### src/rtl/inst_fetch.sv
// Instruction-fetch front end: sequential PC generation, credit-limited memory requests,
// a show-ahead fetch queue toward decode, and redirect handling that drops in-flight reads.
module inst_fetch #(
  parameter int unsigned     XLEN        = 32,
  parameter int unsigned     QUEUE_DEPTH = 4,
  parameter logic [XLEN-1:0] RESET_PC    = '0
) (
  input  logic            CLK,
  input  logic            RST,
  output logic            INST_RDEN,
  output logic [XLEN-1:0] INST_RADDR,
  input  logic            MEM_WAIT,
  input  logic            INST_RVALID,
  input  logic [XLEN-1:0] INST_RDATA,
  input  logic            FLUSH,
  input  logic [XLEN-1:0] FLUSH_PC,
  output logic            FETCH_VALID,
  output logic [XLEN-1:0] FETCH_PC,
  output logic [XLEN-1:0] FETCH_DATA,
  input  logic            FETCH_READY
);

  localparam int unsigned     PW         = (QUEUE_DEPTH > 1) ? $clog2(QUEUE_DEPTH) : 1;
  localparam int unsigned     CW         = PW + 1;
  localparam int unsigned     SW         = CW + 1;
  localparam logic [SW-1:0]   DEPTH_W    = SW'(QUEUE_DEPTH);
  localparam logic [XLEN-1:0] PC_STEP    = XLEN'(4);
  localparam logic [XLEN-1:0] ALIGN_MASK = ~XLEN'(3);

  logic            rden_q, rden_d;
  logic [XLEN-1:0] raddr_q, raddr_d;
  logic [XLEN-1:0] next_pc_q, next_pc_d;
  logic [XLEN-1:0] resp_pc_q, resp_pc_d;
  logic [CW-1:0]   count_q, count_d;
  logic [CW-1:0]   outst_q, outst_d;
  logic [CW-1:0]   drop_q, drop_d;
  logic [PW-1:0]   rd_q, rd_d;
  logic [PW-1:0]   wr_q, wr_d;

  logic [XLEN-1:0] pc_mem   [QUEUE_DEPTH];
  logic [XLEN-1:0] data_mem [QUEUE_DEPTH];

  logic            accept;
  logic            ret;
  logic            drop_resp;
  logic            push;
  logic            pop;
  logic            can_issue;
  logic [SW-1:0]   credit_d;
  logic [XLEN-1:0] flush_pc;

  assign INST_RDEN   = rden_q;
  assign INST_RADDR  = raddr_q;
  assign FETCH_VALID = (count_q != '0);
  assign FETCH_PC    = FETCH_VALID ? pc_mem[rd_q] : '0;
  assign FETCH_DATA  = FETCH_VALID ? data_mem[rd_q] : '0;

  always_comb begin
    accept    = rden_q && !MEM_WAIT;
    // A response with nothing outstanding is spurious and ignored.
    ret       = INST_RVALID && (outst_q != '0);
    drop_resp = ret && (drop_q != '0);
    push      = ret && !drop_resp && !FLUSH;
    pop       = FETCH_VALID && FETCH_READY && !FLUSH;
    flush_pc  = FLUSH_PC & ALIGN_MASK;

    rden_d    = rden_q;
    raddr_d   = raddr_q;
    next_pc_d = next_pc_q;
    resp_pc_d = resp_pc_q;
    rd_d      = rd_q;
    wr_d      = wr_q;
    count_d   = count_q;
    drop_d    = drop_q;
    outst_d   = outst_q + CW'(accept) - CW'(ret);
    credit_d  = '0;
    can_issue = 1'b0;

    if (FLUSH) begin
      // Everything still in flight after this edge belongs to the old path.
      count_d   = '0;
      rd_d      = '0;
      wr_d      = '0;
      drop_d    = outst_d;
      resp_pc_d = flush_pc;
      raddr_d   = flush_pc;
      credit_d  = SW'(outst_d);
      can_issue = (credit_d < DEPTH_W);
      rden_d    = can_issue;
      next_pc_d = can_issue ? flush_pc + PC_STEP : flush_pc;
    end else begin
      count_d   = count_q + CW'(push) - CW'(pop);
      drop_d    = drop_q - CW'(drop_resp);
      if (push) begin
        wr_d      = wr_q + PW'(1);
        resp_pc_d = resp_pc_q + PC_STEP;
      end
      if (pop) begin
        rd_d = rd_q + PW'(1);
      end
      credit_d = SW'(count_d) + SW'(outst_d);
      if (!rden_q || !MEM_WAIT) begin
        can_issue = (credit_d < DEPTH_W);
        rden_d    = can_issue;
        if (can_issue) begin
          raddr_d   = next_pc_q;
          next_pc_d = next_pc_q + PC_STEP;
        end
      end
    end
  end

  always_ff @(posedge CLK) begin
    if (RST) begin
      rden_q    <= 1'b0;
      raddr_q   <= '0;
      next_pc_q <= RESET_PC;
      resp_pc_q <= RESET_PC;
      count_q   <= '0;
      outst_q   <= '0;
      drop_q    <= '0;
      rd_q      <= '0;
      wr_q      <= '0;
    end else begin
      rden_q    <= rden_d;
      raddr_q   <= raddr_d;
      next_pc_q <= next_pc_d;
      resp_pc_q <= resp_pc_d;
      count_q   <= count_d;
      outst_q   <= outst_d;
      drop_q    <= drop_d;
      rd_q      <= rd_d;
      wr_q      <= wr_d;
    end
  end

  // Queue storage needs no reset: the head is only exposed while count_q is non-zero.
  always_ff @(posedge CLK) begin
    if (push) begin
      pc_mem[wr_q]   <= resp_pc_q;
      data_mem[wr_q] <= INST_RDATA;
    end
  end

endmodule

### config.mk
export PLATFORM = sky130hd
export DESIGN_NAME = inst_fetch
export DESIGN_NICKNAME = d
export VERILOG_FILES = /design/src/rtl/inst_fetch.sv
export SDC_FILE = /design/constraint.sdc
export NUM_CORES = 1
export LEC_CHECK = 0
export BUFFER_PORTS_ARGS = -buffer_cell sky130_fd_sc_hd__buf_4
export CAP_MARGIN = 25
export CORE_UTILIZATION = 55
export CTS_BUF_LIST = sky130_fd_sc_hd__clkbuf_8
export CTS_CLUSTER_SIZE = 28
export DETAILED_ROUTE_END_ITERATION = 10
export GPL_TIMING_DRIVEN = 0
export PLACE_DENSITY = 0.84
export SYNTH_ARGS = -nofsm -noshare
export SYNTH_HDL_FRONTEND = slang
export SYNTH_SLANG_ARGS = --single-unit
### constraint.sdc
create_clock -name CLK -period 4.75 [get_ports CLK]
set_clock_uncertainty 0.1 [all_clocks]
set_input_delay 0.7125 -clock CLK [delete_from_list [all_inputs] [get_ports CLK]]
set_output_delay 0.7125 -clock CLK [all_outputs]
set_load 0.005 [all_outputs]
==> summary.txt <==
Outcome - completed
Fillers - 1899
IO Pins - 168
Final Hold Vio Count - 0
Total grt overflow - 0
Die Area - 28300 sq um
Hold_ws - 0.226 ns
Seq cells post-synth - 354
Initial antenna violation count - 0
Largest net degree at the start of global routing - 58
Via density - 5.87
Max rail drop VDD - 0.276 mV
CP max FO - 9
CP max-delay cell - or4_1
First-pass DRT Iterations - 6
First-pass GRT wire length - 55300 um
Crit path top cell by count - ha_1
Syn Inst Count - 1098
PortBufs - 157
Post-synthesis cell area - 15200 sq um
Initial Util - 0.562
Crit path cell chain - nor3_4 -> nor3b_1 -> ha_1 -> inv_1 -> ha_1 -> inv_1 -> fa_1 -> xnor2_1 -> xnor2_1 -> ha_1 -> nor3_4 -> nand2_4 -> or4_1 -> buf_2 -> or4_1 -> o211ai_1
Core ar. - 27000 sq um
WL/cell - 21.1 um
Worst-case clock buffer depth - 3
Total number of vias - 10000
Die X - 168 um
Area occupied by multi-input gates - 5310 sq um
Slew @ Worst Pin - 0.813 ns
Hold_buf cts - 0
CP arrival - 5.02 ns
Comb power frac - 0.190
H-tree levels - 2
PnR worst setup slack - 0.150 ns
Pre-CTS setup slack - -1.02 ns
Seq/Total Area, Yosys - 0.630
Fmax achieved - 217 MHz
Commonest non-fill, non-tap cell in the layout - edfxtp_1
Slew headroom - 0.453
Worst Setup End Kind - flop
Drt total wl - 35900 um
Clock root cell - clkbuf_8
Reg area - 9570 sq um
Reg power frac - 0.479
Psw - 0.00217 W
CTS clock-pin slew for the worst setup and hold paths - 0.06 ns
Top post-synthesis cells by area - edfxtp_1, dfxtp_1, mux4_2
Average cell area after synthesis - 13.8 sq um
Yosys top cell by area - edfxtp_1
Die height - 168 um
Setup crit start kind - flop
Number of synthesized flops with an enable pin - 248
Async set-reset flop share out of synthesis - 0
Number of global-route vias before repair - 10000
WP buf/inv - 3
DRC - 0
Share of layout cells above drive strength 1 - 0.245
Yosys warning count - 0
Top cell type's share of synthesized area - 0.490
Tmin final - 4.60 ns
Placed cell count - 1603
Nets@finish - 1406
Hold crit path type - primary input to flop
Required @ worst endpoint - 5.17 ns
Clock buffer count from CTS - 54
DR iter-0 viols - 999
Worst path max stage delay - 0.54 ns
Predominant post-synthesis flop cell - edfxtp_1
Internal power - 0.00554 W
Area grow syn2layout - 19.2%
Final setup violation count - 0
Final ANT Viol Nets - 0
Cell Rows - 60
Diode count - 0
Commonest non-fill, non-tap cells in the layout - edfxtp_1, buf_4, dfxtp_1
CTS tree - done
Gpl congestion - 0.950
Top Family by Delay on Critical Path - simple AND/OR/NAND/NOR gates
Static Leak - 6.32 nW
Final period util - 0.968
GRT Total Usage - 0.255
Fin util - 0.670
Max-slew violation count - 0
Synth unique cells - 51
Final HPWL DP - 25000 um
Clock share of power - 0.331
Cell Pwr Density - 426 nW/um^2
Maxcap violations - 0
Kind of critical path - flop to flop
Clock Latency Late Sink - 0.60 ns
Layout Cells excl Fill - 1706
Pwr Total - 0.00771 W
Clock Sinks - 354
Sw Share - 0.281
Unrepaired setup endpoints after global routing - no
[cell type report]
type,instances,area share
Clock inverter,41,0.0161
Timing Repair Buffer,162,0.0711
Tap cell,341,0.0235
Clock buffer,61,0.0463
Buffer,67,0.0162
Sequential cell,354,0.528
Multi-Input combinational cell,653,0.293
Inverter,27,0.00559
[power by group through the flow]
stage | Clock, W | Sequential, W | Combinational [W]
floorplan | 0 | 0.00371 | 0.000895
finish | 0.00256 | 0.00369 | 0.00147
CTS | 0.00260 | 0.00368 | 0.00143
detailed placement | 0 | 0.00375 | 0.00142
global route | 0.00274 | 0.00371 | 0.00157
global placement | 0 | 0.00374 | 0.00138
[worst reg2reg max path, cell delays in order (launching register included)]
cell and delay, ns:
dfxtp_1 0.44, nor3_4 0.08, nor3b_1 0.52, ha_1 0.35, inv_1 0.06, ha_1 0.13
inv_1 0.05, fa_1 0.38, xnor2_1 0.22, xnor2_1 0.18, ha_1 0.30, nor3_4 0.35
nand2_4 0.11, or4_1 0.54, buf_2 0.20, or4_1 0.42, o211ai_1 0.11
[routing by layer]
metal  track usage  vias up  share of wire
li1              -     4619              -
met1         0.348     4868           0.42
met2         0.417      474           0.48
met3        0.0456       61          0.080
met4        0.0838        0          0.019
met5             0        -              0
[registers in the layout, indices dropped and copies added, names as in the netlist, named ones only]
signal	cells
next_pc_q	30
data_mem	128
resp_pc_q	30
outst_q	3
count_q	3
pc_mem	120
drop_q	3
wr_q	2
INST_RADDR	30
INST_RDEN	1
rd_q	2
[repair_timing]
item | in CTS | in global routing
gates cloned | 0 | 0
pin swaps | 0 | 1
endpoints found under the hold margin | 0 | 0
gates resized for setup | 4 | 10
setup endpoints to repair | 48 | 39
buffers inserted | 0 | 1
[stage by stage]
stage               setup TNS [ns]  instance area, sq um
finish                           0                 18100
global route                     0                 18100
CTS                              0                 18100
detailed placement          -47.74                 16900
global placement           -128.65                 16800
floorplan                        0                 15200
[logic make-up after synthesis]
family,Yosys count,synth area share
AOI/OAI and AO/OA,134,0.0627
DFF,354,0.630
buffers and inverters,94,0.0254
adders and majority gates,17,0.0150
xor gates and xnor gates,74,0.0437
and+or+nand+nor,349,0.123
muxes,75,0.101
other,1,0.000247
[final timing paths]
check / startpoint / end / slack, ns / depth (start not counted)
worst max-delay path: count_q[1] / next_pc_q[28] / 0.15 / 16
worst min register to register: INST_RADDR[3] / INST_RADDR[3] / 0.39 / 2
worst min-delay path: INST_RDATA[18] / data_mem[2][18] / 0.23 / 1
worst max register to register: count_q[1] / next_pc_q[28] / 0.15 / 16
[cell usage after synthesis (12+ instances only)]
master and count:
xor2_1 35, a311oi_1 17, inv_1 25, nor2b_1 65, or4_1 12, mux4_2 62
dfxtp_1 106, xnor2_1 38, a21boi_0 23, o211ai_1 17, nand2_1 83, nor2_1 51
clkbuf_1 46, a21oi_1 16, o21a_1 12, nand4_1 27, and3_1 18, nor3_1 21
nand3_1 36, a211oi_1 16, ha_1 15, edfxtp_1 248, mux2i_1 12
No activity file was read; power rests on OpenSTA's default activity.
